<file path="src/rtl/vc_pop_arbiter_if.sv">
// Bundle of VC FIFO heads, destination flow control and the merged output stream.
// master = the arbiter, slave = the FIFO/demux environment around it.
interface vc_pop_arbiter_if #(
   parameter int unsigned DATA_WIDTH = 6
);
   logic [DATA_WIDTH-1:0] vc0_data;
   logic                  vc0_empty;
   logic [DATA_WIDTH-1:0] vc1_data;
   logic                  vc1_empty;
   logic                  d0_almost_full;
   logic                  d1_almost_full;
   logic                  vc0_pop;
   logic                  vc1_pop;
   logic [DATA_WIDTH-1:0] data_out;
   logic                  valid_out;
   logic                  src_vc;

   modport master (
      input  vc0_data, vc0_empty, vc1_data, vc1_empty, d0_almost_full, d1_almost_full,
      output vc0_pop, vc1_pop, data_out, valid_out, src_vc
   );

   modport slave (
      output vc0_data, vc0_empty, vc1_data, vc1_empty, d0_almost_full, d1_almost_full,
      input  vc0_pop, vc1_pop, data_out, valid_out, src_vc
   );
endinterface

</file>
<file path="src/rtl/vc_pop_arbiter.sv">
// Merges VC0/VC1 FIFO heads into one registered stream; VC0 has priority, with a
// burst limiter bounding VC1 starvation and per-destination almost-full gating.
module vc_pop_arbiter #(
   parameter int unsigned DATA_WIDTH    = 6,
   parameter int unsigned DEST_BIT      = 4,
   parameter int unsigned MAX_VC0_BURST = 3
) (
   input logic              clk,
   input logic              reset,
   vc_pop_arbiter_if.master bus
);
   localparam logic [3:0] MaxBurst = 4'(MAX_VC0_BURST);

   logic                  af0, af1, elig0, elig1, grant0, grant1;
   logic [3:0]            streak_q, streak_d;
   logic [DATA_WIDTH-1:0] data_q;
   logic                  valid_q, src_q;

   always_comb begin
      af0    = bus.vc0_data[DEST_BIT] ? bus.d1_almost_full : bus.d0_almost_full;
      af1    = bus.vc1_data[DEST_BIT] ? bus.d1_almost_full : bus.d0_almost_full;
      elig0  = !bus.vc0_empty && !af0;
      elig1  = !bus.vc1_empty && !af1;
      // Reset suppresses pops so FIFO contents survive a mid-stream reset.
      grant0 = !reset && elig0 && (!elig1 || (streak_q < MaxBurst));
      grant1 = !reset && elig1 && !grant0;
   end

   always_comb begin
      streak_d = streak_q;
      if (grant1) begin
         streak_d = 4'd0;
      end else if (grant0) begin
         if (!elig1) streak_d = 4'd0;
         else if (streak_q >= MaxBurst) streak_d = MaxBurst;
         else streak_d = streak_q + 4'd1;
      end
   end

   always_ff @(posedge clk) begin
      if (reset) begin
         streak_q <= 4'd0;
         data_q   <= '0;
         valid_q  <= 1'b0;
         src_q    <= 1'b0;
      end else begin
         streak_q <= streak_d;
         valid_q  <= grant0 || grant1;
         if (grant0) begin
            data_q <= bus.vc0_data;
            src_q  <= 1'b0;
         end else if (grant1) begin
            data_q <= bus.vc1_data;
            src_q  <= 1'b1;
         end else begin
            data_q <= '0;
         end
      end
   end

   assign bus.vc0_pop   = grant0;
   assign bus.vc1_pop   = grant1;
   assign bus.data_out  = data_q;
   assign bus.valid_out = valid_q;
   assign bus.src_vc    = src_q;
endmodule
</file>
<file path="src/flat_wrapper.sv">
// flat-port wrapper written by rule: the top's interface ports become plain ports
module vc_pop_arbiter_flat 
#(
   parameter int unsigned DATA_WIDTH    = 6,
   parameter int unsigned DEST_BIT      = 4,
   parameter int unsigned MAX_VC0_BURST = 3
)
  (clk, reset, bus_vc0_data, bus_vc0_empty, bus_vc1_data, bus_vc1_empty, bus_d0_almost_full, bus_d1_almost_full, bus_vc0_pop, bus_vc1_pop, bus_data_out, bus_valid_out, bus_src_vc);
  vc_pop_arbiter_if #(.DATA_WIDTH(DATA_WIDTH)) bus_i ();
  input logic clk;
  input logic reset;
  input wire logic [$bits(bus_i.vc0_data)-1:0] bus_vc0_data;
  input wire logic [$bits(bus_i.vc0_empty)-1:0] bus_vc0_empty;
  input wire logic [$bits(bus_i.vc1_data)-1:0] bus_vc1_data;
  input wire logic [$bits(bus_i.vc1_empty)-1:0] bus_vc1_empty;
  input wire logic [$bits(bus_i.d0_almost_full)-1:0] bus_d0_almost_full;
  input wire logic [$bits(bus_i.d1_almost_full)-1:0] bus_d1_almost_full;
  output wire logic [$bits(bus_i.vc0_pop)-1:0] bus_vc0_pop;
  output wire logic [$bits(bus_i.vc1_pop)-1:0] bus_vc1_pop;
  output wire logic [$bits(bus_i.data_out)-1:0] bus_data_out;
  output wire logic [$bits(bus_i.valid_out)-1:0] bus_valid_out;
  output wire logic [$bits(bus_i.src_vc)-1:0] bus_src_vc;
  assign bus_i.vc0_data = bus_vc0_data;
  assign bus_i.vc0_empty = bus_vc0_empty;
  assign bus_i.vc1_data = bus_vc1_data;
  assign bus_i.vc1_empty = bus_vc1_empty;
  assign bus_i.d0_almost_full = bus_d0_almost_full;
  assign bus_i.d1_almost_full = bus_d1_almost_full;
  assign bus_vc0_pop = bus_i.vc0_pop;
  assign bus_vc1_pop = bus_i.vc1_pop;
  assign bus_data_out = bus_i.data_out;
  assign bus_valid_out = bus_i.valid_out;
  assign bus_src_vc = bus_i.src_vc;
  vc_pop_arbiter #(.DATA_WIDTH(DATA_WIDTH), .DEST_BIT(DEST_BIT), .MAX_VC0_BURST(MAX_VC0_BURST)) u_core (.clk(clk), .reset(reset), .bus(bus_i));
endmodule
</file>
<file path="config.mk">
export PLATFORM = sky130hd
export DESIGN_NAME = vc_pop_arbiter_flat
export DESIGN_NICKNAME = d
export VERILOG_FILES = /design/src/rtl/vc_pop_arbiter_if.sv /design/src/rtl/vc_pop_arbiter.sv /design/src/flat_wrapper.sv
export SDC_FILE = /design/constraint.sdc
export NUM_CORES = 1
export LEC_CHECK = 0
export ABC_AREA = 1
export CAP_MARGIN = 0
export CORE_MARGIN = 2
export CORE_UTILIZATION = 34
export DETAILED_ROUTE_END_ITERATION = 8
export PLACE_DENSITY = 0.78
export SYNTH_ARGS = -nofsm -noshare
export SYNTH_HDL_FRONTEND = slang
export SYNTH_SLANG_ARGS = --single-unit
</file>
<file path="constraint.sdc">
create_clock -name clk -period 1.4 [get_ports clk]
set_clock_uncertainty 0.2 [all_clocks]
set_input_delay 0.28 -clock clk [delete_from_list [all_inputs] [get_ports clk]]
set_output_delay 0.28 -clock clk [all_outputs]
set_load 0.05 [all_outputs]
</file>
== Word-level counts from Yosys, hierarchy flattened ==
Index checks and enable logic that the tools add are counted.

* Latch bits: 0
* Logic and storage cells: 30
* Memories: 0
* Memory bits (writable): 0
* Output and inout port bits: 10
* Bits in read-only memories: 0
* Bits of input ports: 18
* Register bits after elaboration: 12

* Shift-type cells: 0
* Muxes and demuxes: 6
* Multipliers: 0
* Equal/unequal tests: 0
* Magnitude comparators: 2
* Reduce and logical (&&, ||, !) cells: 17
* Add/subtract/negate cells: 1
* Bitwise operators: 0
* Div/mod/pow operators: 0

{| class="wikitable"
|+ Operator list
! cell !! count
|-
| 2-to-1 mux 6 bit || 2
|-
| 2-to-1 mux 4 bit || 2
|-
| logical NOT 1 bit || 7
|-
| logical AND 1 bit || 6
|-
| adder 4 x 1 -> 4 bit, second input constant || 1
|-
| >= comparator 4 x 2 -> 1 bit, second input constant || 1
|-
| < comparator 4 x 2 -> 1 bit, second input constant || 1
|-
| OR reduction 2 bit || 2
|-
| logical OR 1 bit || 2
|-
| 2-to-1 mux 1 bit || 2
|}

== Logic depth before layout (Yosys ltp) ==
* Depth after elaboration: 10
* Mapped depth: 9

== Worst setup path after synthesis ==
OpenSTA, ideal clock, no wires.

* Path kind: flip-flop to output port
* From: register u_core.streak_q[0]
* To: output bus_vc1_pop
* Path buffers: 0
* Arrival: 0.995 ns
* Cell stages (with the launch flop): 8
* Setup slack: -0.075 ns
* Cells stage by stage: dfxtp_1 ha_1 nor2_1 nand2_1 inv_1 nand2_4 nand2_4 inv_2

* Word-level cells in the longest chain between the ends: 5

{| class="wikitable"
|+ RTL lines
! element !! line !! RTL
|-
| start: declaration || vc_pop_arbiter.sv:15 || <nowiki>logic [3:0] streak_q, streak_d;</nowiki>
|-
| start signal: assignment || vc_pop_arbiter.sv:47 || <nowiki>streak_q <= streak_d;</nowiki>
|-
| < comparator 4 x 2 -> 1 bit || vc_pop_arbiter.sv:25 || <nowiki>grant0 = !reset && elig0 && (!elig1 || (streak_q < MaxBurst));</nowiki>
|-
| logical OR 1 bit || vc_pop_arbiter.sv:25 ||
|-
| logical AND 1 bit || vc_pop_arbiter.sv:25 ||
|-
| logical NOT 1 bit || vc_pop_arbiter.sv:26 || <nowiki>grant1 = !reset && elig1 && !grant0;</nowiki>
|-
| logical AND 1 bit || vc_pop_arbiter.sv:26 ||
|-
| end: declaration || flat_wrapper.sv:19 || <nowiki>output wire logic [$bits(bus_i.vc1_pop)-1:0] bus_vc1_pop;</nowiki>
|}

No other way between the ends.

== Worst setup path after layout ==
Same ends and word-level chain as after synthesis.

==> metrics.txt <==
commonest non-fill, non-tap cell in the layout nand2_1; Die Width 44.24 um; CP max FO 3; Req. time, crit path 920 ps; worst hold slack 283.6 ps; H-tree depth 1; cell row count 14; DRT antenna net count 0; CP endpoint kind output pin; total track usage 26.63%; die area 0.001957 mm^2; # setup viols final 14; Mapped Cells 71; Die Y 44.24 um; top cell type's share of synthesized area 43.64%; Post-DP HPWL 1.253 mm; unrepaired setup endpoints after global routing yes; Hold Path Depth 3; most frequent CP cell nand2_4; worst vdd ir 504.4 uV; ANT cells 0; syn nets 90; cell taking the most area after synthesis dfxtp_1; Relative slew margins 87.16%; minimum clock period 1820 ps; I/O Buffers 27; CTS clk-pin slew, worst paths 80 ps; final hold violation count 0; worst r2r dst u_core.streak_q[1]$_SDFFE_PP0P_; share of cells above drive strength 1 52.14%; leading cell types in the layout, fill and taps excluded nand2_1 (17), buf_4 (14), clkdlybuf4s50_1 (10), buf_12 (10), dfxtp_1 (10); reg-to-reg startpoint u_core.streak_q[0]$_SDFFE_PP0P_; total wire length 2.141 mm; hold-fix buffers at CTS 0; Core ar. 0.001506 mm^2; DR vias/cell 4.797; crit path cell chain ha_4, nor2_4, nand2_4, inv_4, nand2_4, nand2_4, inv_4, buf_12; Clock Tree Root clkbuf_4; CP Launch Type flip-flop; Area contributors post-synth dfxtp_1 (44%), nand2_1 (18%), nand2_4 (6.1%), inv_1 (4.8%), nor2_1 (4.8%); Slew Viols, Final 0; Initial Util 36.54%; CTS buffer count 3; Yosys cell types 18; crit path kind flip-flop to output pin; worst min-delay path class primary input to flip-flop; PD cells 758.3 mW/mm^2; slowest library cell on the worst path dfxtp_2; failing checks setup timing; Sink Count 12; clk buf depth 2; syn avg cell area 7.754 um^2; setup slack at placement -549.3 ps; WP buf/inv 3; drt pass-1 iters 4; clk_lat worst skew 280 ps; Power, Total 0.9032 mW; CTS tree done; fin crit share 130.0%; Via Count 638; mapped cell area 550.5 um^2; outcome finished, violations left; vias in the first global route 755; WL/cell 16.10 um; Leakage 0.5416 nW; DRC violations left 0; antenna violations before repair 0; num ports 28; FF-to-FF setup slack -190 ps; Overflow after GRT 0; worst stage delay on the critical path 340 ps; CP Data Arrival Time 1340 ps; min-delay src reset; Nets 138; First DRT Iteration DRCs 8; Layout area overhead 116.4%; CP top delay family flip-flops; global-route wire length before repair 3.677 mm; YS warnings 0; Worst Max-Slew Pin Slew 192.4 ps; flops & latches, synth 12; Max Clk Rate 549.4 MHz; final worst setup slack -420.0 ps; max-cap violations 0; WHS Endpoint u_core.bus.valid_out$_SDFF_PP0_; GP Congestion 0.7566; largest net degree at the start of global routing 7; reg2reg path depth 9; register area share after synthesis 43.64%
## synth_stat cells (all sizes together)
| cell | number |
|---|---|
| inv | 8 |
| nand4 | 1 |
| or2 | 1 |
| nand2 | 31 |
| o21ai | 1 |
| dfxtp | 12 |
| nor2 | 9 |
| nand3 | 2 |
| a21oi | 2 |
| nor3 | 1 |
| o22ai | 1 |
| ha | 1 |
| clkinv | 1 |
## layer usage
layer  global-route usage, %  vias up  wire length [um]
met1                   30.40      292               850
met3                   6.122       13                89
li1                        -      312                 -
met5                       0        -                 0
met2                   46.18       21              1113
met4                   13.33        0                88
## final cells by class
class | instances | area (um^2)
clock buffer | 3 | 22.52
fill | 83 | 315.3
inverter | 9 | 51.30
multi-input combinational | 50 | 364.1
sequential | 12 | 242.7
tap | 16 | 20.02
timing repair buffer | 43 | 490.5
## worst max path at each step
stage                                          from          end  slack, ps  cells past startpoint
floorplan           u_core.streak_q[0]$_SDFFE_PP0P_  bus_vc0_pop        -10                      6
global placement                              reset  bus_vc1_pop       -520                      7
detailed placement                  bus_vc1_data[4]  bus_vc1_pop       -550                      8
CTS                 u_core.streak_q[1]$_SDFFE_PP0P_  bus_vc1_pop       -400                      8
global route        u_core.streak_q[0]$_SDFFE_PP0P_  bus_vc1_pop       -450                      8
finish              u_core.streak_q[0]$_SDFFE_PP0P_  bus_vc1_pop       -420                      8
## metrics by stage
| stage | area, um^2 | setup TNS (ps) | std cells | utilization [%] |
|---|---|---|---|---|
| finish | 1191 | -1989 | 133 | 79.07 |
| global route | 1191 | -2521 | 133 | 79.07 |
| CTS | 1206 | -2367 | 135 | 80.07 |
| detailed placement | 1030 | -6516 | 124 | 68.36 |
| global placement | 1030 | -6077 | 124 | 68.36 |
| floorplan | 564.3 | -20.85 | 71 | - |
## registers in the layout (all words and copies together) (netlist names)
register / cells
u_core.bus.src_vc: 1
u_core.bus.valid_out: 1
u_core.bus.data_out: 6
u_core.streak_q: 4
## power by group
group | internal [mW] | switching (mW) | total, mW | leakage, nW
sequential | 0.357 | 0.0137 | 0.371 | 0.0992
combinational | 0.154 | 0.154 | 0.308 | 0.429
clock | 0.0999 | 0.124 | 0.224 | 0.0138
## tightest hold or removal path, delay by kind of cell
family	cells	cell delay (ps)
compound gates	1	80
buf+inv	2	360
## cells by family (layout without fill, tap and decap cells)
family	after synthesis	in the layout	share of synthesized area, %
AND/OR/NAND/NOR	45	45	42.50
buffers and inverters	9	55	6.363
flip-flops	12	12	43.64
adder cells (fa/ha/maj)	1	1	2.272
AO/OA/AOI/OAI	4	4	5.228
## what timing repair did
item / CTS / global route
setup endpoints to repair: 14 / 14
pin swaps: 8 / 3
buffers inserted: 8 / 5
resized for setup: 36 / 7
Note: power is estimated with default switching activity, not from simulation.
